`config.mk`:
```
export PLATFORM = sky130hd
export DESIGN_NAME = rr_stage
export DESIGN_NICKNAME = d
export VERILOG_FILES = /design/src/rtl/rr_stage.sv
export SDC_FILE = /design/constraint.sdc
export NUM_CORES = 2
export LEC_CHECK = 0
export ABC_CLOCK_PERIOD_IN_PS = 4900
export CAP_MARGIN = 5
export CORE_MARGIN = 2
export CORE_UTILIZATION = 60
export DETAILED_ROUTE_END_ITERATION = 16
export PLACE_DENSITY = 0.79
export SYNTH_ARGS = -nofsm -noshare
export SYNTH_HDL_FRONTEND = slang
export SYNTH_SLANG_ARGS = --single-unit
```
`constraint.sdc`:
```
create_clock -name clk -period 4.9 [get_ports clk]
set_clock_uncertainty 0.2 [all_clocks]
set_input_delay 0.98 -clock clk [delete_from_list [all_inputs] [get_ports clk]]
set_output_delay 0.98 -clock clk [all_outputs]
set_load 0.01 [all_outputs]
```
`src/rtl/rr_stage.sv`:
```
// Register-read stage: register file with write-back bypass, main control decode,
// sign extension and load-use hazard detection with bubble insertion.
module rr_stage (
    input  logic        clk,
    input  logic        rst,
    input  logic        in_valid,
    input  logic        flush,
    input  logic [31:0] instr,
    input  logic        ex_memread,
    input  logic [4:0]  ex_rt,
    input  logic        mem_memread,
    input  logic [4:0]  mem_rt,
    input  logic        wb_regwrite,
    input  logic [4:0]  wb_addr,
    input  logic [31:0] wb_data,
    output logic [4:0]  rso,
    output logic [4:0]  rto,
    output logic [4:0]  rdo,
    output logic [5:0]  opcodeo,
    output logic [5:0]  funco,
    output logic [25:0] addresso,
    output logic [15:0] immediateo,
    output logic [31:0] rdo1,
    output logic [31:0] rdo2,
    output logic [31:0] signexto,
    output logic        RegDsto,
    output logic        ALUSrco,
    output logic        MemtoRego,
    output logic        RegWriteo,
    output logic        MemReado,
    output logic        MemWriteo,
    output logic        Jumpo,
    output logic [1:0]  ALUOpo,
    output logic        stall,
    output logic [15:0] stall_cnt
);

    localparam logic [5:0] OP_RTYPE = 6'b000000;
    localparam logic [5:0] OP_LW    = 6'b100011;
    localparam logic [5:0] OP_SW    = 6'b101011;
    localparam logic [5:0] OP_BEQ   = 6'b000100;
    localparam logic [5:0] OP_ADDI  = 6'b001000;
    localparam logic [5:0] OP_J     = 6'b000010;

    logic [31:0] r_rf [32];
    logic [15:0] r_stall_cnt;

    logic [5:0]  w_op;
    logic [4:0]  w_rs;
    logic [4:0]  w_rt;
    logic        w_wb_live;
    logic        w_uses_rs;
    logic        w_uses_rt;
    logic        w_hit_ex;
    logic        w_hit_mem;
    logic        w_stall;
    logic        w_live;
    logic        w_regdst, w_alusrc, w_memtoreg, w_regwrite;
    logic        w_memread, w_memwrite, w_jump;
    logic [1:0]  w_aluop;

    assign w_op = instr[31:26];
    assign w_rs = instr[25:21];
    assign w_rt = instr[20:16];

    assign rso        = w_rs;
    assign rto        = w_rt;
    assign rdo        = instr[15:11];
    assign opcodeo    = w_op;
    assign funco      = instr[5:0];
    assign addresso   = instr[25:0];
    assign immediateo = instr[15:0];
    assign signexto   = {{16{instr[15]}}, instr[15:0]};

    always_ff @(posedge clk or negedge rst) begin
        if (!rst) begin
            for (int i = 0; i < 32; i++) begin
                r_rf[i] <= '0;
            end
        end else if (wb_regwrite && (wb_addr != 5'd0)) begin
            r_rf[wb_addr] <= wb_data;
        end
    end

    // Same-cycle write-back wins over the stored value; $0 is never bypassed.
    assign w_wb_live = wb_regwrite && (wb_addr != 5'd0);
    assign rdo1 = (w_rs == 5'd0) ? 32'd0 :
                  (w_wb_live && (wb_addr == w_rs)) ? wb_data : r_rf[w_rs];
    assign rdo2 = (w_rt == 5'd0) ? 32'd0 :
                  (w_wb_live && (wb_addr == w_rt)) ? wb_data : r_rf[w_rt];

    always_comb begin
        w_regdst   = 1'b0;
        w_alusrc   = 1'b0;
        w_memtoreg = 1'b0;
        w_regwrite = 1'b0;
        w_memread  = 1'b0;
        w_memwrite = 1'b0;
        w_jump     = 1'b0;
        w_aluop    = 2'b00;
        case (w_op)
            OP_RTYPE: begin
                w_regdst   = 1'b1;
                w_regwrite = 1'b1;
                w_aluop    = 2'b10;
            end
            OP_LW: begin
                w_alusrc   = 1'b1;
                w_memtoreg = 1'b1;
                w_regwrite = 1'b1;
                w_memread  = 1'b1;
            end
            OP_SW: begin
                w_alusrc   = 1'b1;
                w_memwrite = 1'b1;
            end
            OP_BEQ:  w_aluop = 2'b01;
            OP_ADDI: begin
                w_alusrc   = 1'b1;
                w_regwrite = 1'b1;
            end
            OP_J:    w_jump = 1'b1;
            default: ;
        endcase
    end

    assign w_uses_rs = (w_op != OP_J);
    assign w_uses_rt = (w_op == OP_RTYPE) || (w_op == OP_SW) || (w_op == OP_BEQ);

    assign w_hit_ex  = ex_memread && (ex_rt != 5'd0) &&
                       ((w_uses_rs && (ex_rt == w_rs)) || (w_uses_rt && (ex_rt == w_rt)));
    assign w_hit_mem = mem_memread && (mem_rt != 5'd0) &&
                       ((w_uses_rs && (mem_rt == w_rs)) || (w_uses_rt && (mem_rt == w_rt)));
    assign w_stall   = in_valid && !flush && (w_hit_ex || w_hit_mem);
    assign stall     = w_stall;

    assign w_live    = in_valid && !flush && !w_stall;
    assign RegDsto   = w_live & w_regdst;
    assign ALUSrco   = w_live & w_alusrc;
    assign MemtoRego = w_live & w_memtoreg;
    assign RegWriteo = w_live & w_regwrite;
    assign MemReado  = w_live & w_memread;
    assign MemWriteo = w_live & w_memwrite;
    assign Jumpo     = w_live & w_jump;
    assign ALUOpo    = w_live ? w_aluop : 2'b00;

    always_ff @(posedge clk or negedge rst) begin
        if (!rst) begin
            r_stall_cnt <= '0;
        end else if (w_stall && (r_stall_cnt != 16'hFFFF)) begin
            r_stall_cnt <= r_stall_cnt + 16'd1;
        end
    end

    assign stall_cnt = r_stall_cnt;

endmodule

```
==> results.py <==
metrics = {
    "clock_tree": {
        "cts.root.buffer_cell": "clkbuf_16",
        "clock-sinks": 1040,
        "clock_latency_ns": 0.68,
        "cts_hold_buf": 0,
        "cts_tree": "yes",
        "numCtsBuffers": 110,
        "cts.reportedPaths.clkPinSlew_ns": 0.06,
        "h-tree-depth": 3,
        "clockBufferDepth": 3,
    },
    "timing": {
        "setup_viol": 0,
        "fin_crit_ns": 4.88,
        "finalCritPeriodShare_pct": 99.6,
        "whs_ns": 0.0519,
        "max_freq_mhz": 205,
        "finalHoldViolations": 0,
        "maxSlewViolCount": 0,
        "setup_ws_ns": 0.0186,
        "slew-limit-headroom_pct": 18.5,
        "worst_pin_slew_ns": 1.22,
    },
    "global_route": {
        "antenna_found_initial": 1,
        "grt_usage_pct": 36.7,
        "grt_overflow": 0,
        "grt_pass1_vias": 40100,
        "grt_pass1_wl_um": 265000,
        "grt_max_degree": 156,
    },
    "power_and_ir_drop": {
        "power_density_nw_per_um2": 394,
        "pwr-share-comb_pct": 21.7,
        "p_int_mw": 18.6,
        "p_seq_share_pct": 44.4,
        "finalPower_mw": 25.7,
        "peakVddDrop_mv": 0.289,
        "p_sw_mw": 7.15,
        "clkPwrFrac_pct": 33.9,
        "swShare_pct": 27.8,
        "power.leakage_nw": 28.8,
    },
    "yosys": {
        "synth-warning-count": 0,
        "syn_inst": 4057,
        "yosys.area.top_type": "dfrtp_1",
        "synth-edff-count": 0,
        "synth.yosys.seq_area_share_pct": 45.2,
        "synthFlopType": "dfrtp_1",
        "synth_nets": 4144,
        "synth_cell_types": 68,
        "synth_top_area_share_pct": 45.2,
        "syn-cell-area_um2": 57500,
        "synthArstFlopShare_pct": 100,
        "synth_area_per_cell_um2": 14.2,
        "yosys-top-cells-area": "dfrtp_1, mux2_2, mux4_2",
        "synth_seq_cells": 1040,
    },
    "worst_hold_path": {
        "hold_class": "primary input to asynchronous set/reset pin",
    },
    "finish": {
        "layout_common_cells": "dfrtp_1, mux2_2, mux4_2, mux2i_1, buf_4",
        "final_common_cell": "dfrtp_1",
        "synthToLayoutAreaGrowth_pct": 13.8,
        "n_fill_cell": 6318,
        "finish.net_count": 4212,
        "drive_gt1_share_pct": 48.3,
        "diodes": 0,
    },
    "place": {
        "place_ws_ns": -0.206,
        "port_buffers": 185,
        "gp_congestion": 0.875,
        "dp_hpwl_um": 110000,
    },
    "critical_path": {
        "criticalPathCategory": "primary input to output pin",
        "crit_slowest_cell": "clkdlybuf4s50_1",
        "required_ns": 3.72,
        "critPathMaxStageDelay_ns": 0.54,
        "cp_max_fo": 7,
        "crit_chain": "clkdlybuf4s50_1, nor3_2, a21bo_2, nor4_4, buf_4, or2_4, buf_4, nor2_1, a221o_1, clkdlybuf4s50_1",
        "start_kind": "primary input",
        "critPathCaptureType": "output pin",
        "critPathArrivalTime_ns": 3.70,
    },
    "floorplanning": {
        "dieArea_um2": 98400,
        "die_y_um": 314,
        "row_count": 113,
        "io_pins": 277,
        "coreArea_um2": 95000,
        "die_w_um": 314,
        "initial_utilization_pct": 60.5,
    },
    "detailed_routing": {
        "wl_um": 180000,
        "routedWlPerCell_um": 32.7,
        "num_vias": 39300,
        "vias_per_cell": 7.15,
        "drcViolationCount": 0,
        "drt_iter0_markers": 4895,
        "dr.pass1.iters": 5,
        "antenna_left": 0,
    },
    "run": {
        "cap_violations": 0,
    },
    "status": {
        "status": "finished, final reports clean",
    },
}
## layer usage
| layer | part of all wire [%] | vias up | GRT usage [%] |
|---|---|---|---|
| li1 | - | 15600 | - |
| met1 | 38 | 20700 | 49.3 |
| met2 | 46 | 2380 | 55.6 |
| met3 | 9.9 | 609 | 8.05 |
| met4 | 6.5 | 4 | 21.2 |
| met5 | 0.014 | - | 0 |
## cells in the mapped netlist, types with 6 or more instances
cell,number
dfrtp_1,1040
nor3_1,11
nand4_1,10
clkbuf_1,247
and3_1,11
xor2_1,12
o211ai_1,11
a31oi_1,11
o31ai_1,15
buf_4,137
a221oi_1,78
a21oi_1,46
a22oi_1,26
a22o_1,23
nand2_1,112
xnor2_1,32
nand3_1,22
o311ai_0,14
inv_1,10
mux2i_1,249
buf_6,34
o21ai_1,9
mux2_2,1026
o22ai_1,7
buf_2,66
o221ai_1,19
buf_1,57
nor3b_1,6
a221o_1,25
nor2_1,74
o21ai_0,81
nand2b_1,16
a211oi_1,10
o21bai_1,7
mux4_2,424
## state kept, by name, summed over array words and instances, names as in the netlist
name	flops
stall_cnt	16
r_rf	1024
## stage by stage
step,utilization [%],instance area [um2],TNS (ns),std cells
after floorplan,-,57500,0,4057
after global placement,64.7,61500,-2.13,5274
after detailed placement,64.7,61500,-2.22,5274
after CTS,68.7,65300,0,5485
after global routing,68.9,65400,-0.0215,5487
final,68.9,65400,0,5487
## worst paths after layout
check | depth (start not counted) | slack (ns) | end | startpoint
worst max register to register | 6 | 2.65 | stall_cnt[1] | stall_cnt[2]
worst min register to register | 0 | 0.19 | r_rf[997] | r_rf[997]
worst min-delay path | 1 | 0.05 | r_rf[169] | rst
worst max-delay path | 10 | 0.02 | rdo1[6] | wb_addr[4]
min in group clk | 0 | 0.19 | r_rf[997] | r_rf[997]
max in group asynchronous | 3 | 3.12 | r_rf[463] | rst
## kinds of logic after synthesis
family                     synth area share, %
AOI/OAI and AO/OA                         5.40
muxes                                     41.0
buffers and inverters                     5.19
and+or+nand+nor                           2.45
xor gates and xnor gates                 0.670
DFF                                       45.2
adders and majority gates               0.0218
## layout make-up
| class | count | area [um2] | area share (%) |
|---|---|---|---|
| clock buffers | 161 | 3290 | 5.03 |
| inverters | 11 | 41.3 | 0.0631 |
| well taps | 1265 | 1580 | 2.42 |
| flip-flops and latches | 1040 | 26000 | 39.8 |
| repair buffers | 501 | 5180 | 7.91 |
| multi-input cells | 2461 | 28800 | 44.0 |
| clock inverters | 48 | 509 | 0.778 |
## power by group through the flow
| stage | registers [mW] | logic, mW | clock network (mW) |
|---|---|---|---|
| 3_5_place_dp | 11.5 | 5.52 | 0 |
| 5_1_grt | 11.6 | 5.92 | 9.12 |
| 4_1_cts | 11.4 | 5.56 | 8.75 |
| 6_report | 11.4 | 5.59 | 8.73 |
| 3_3_place_gp | 11.3 | 5.38 | 0 |
| 2_1_floorplan | 11.1 | 4.04 | 0 |
## worst max-delay path: cells and delay by family
family,cells,cell delay (ns)
buffers and inverters,4,1.44
AND/OR/NAND/NOR,4,0.66
AO/OA/AOI/OAI,2,0.63
## repair_timing
item                                    in CTS  in global routing
setup buffers                                2                  2
endpoints found under the setup margin      37                 45
pin swaps                                    5                 11
resized for setup                            8                 38
endpoints found under the hold margin        0                  0
(Power assumes the default switching activity.)
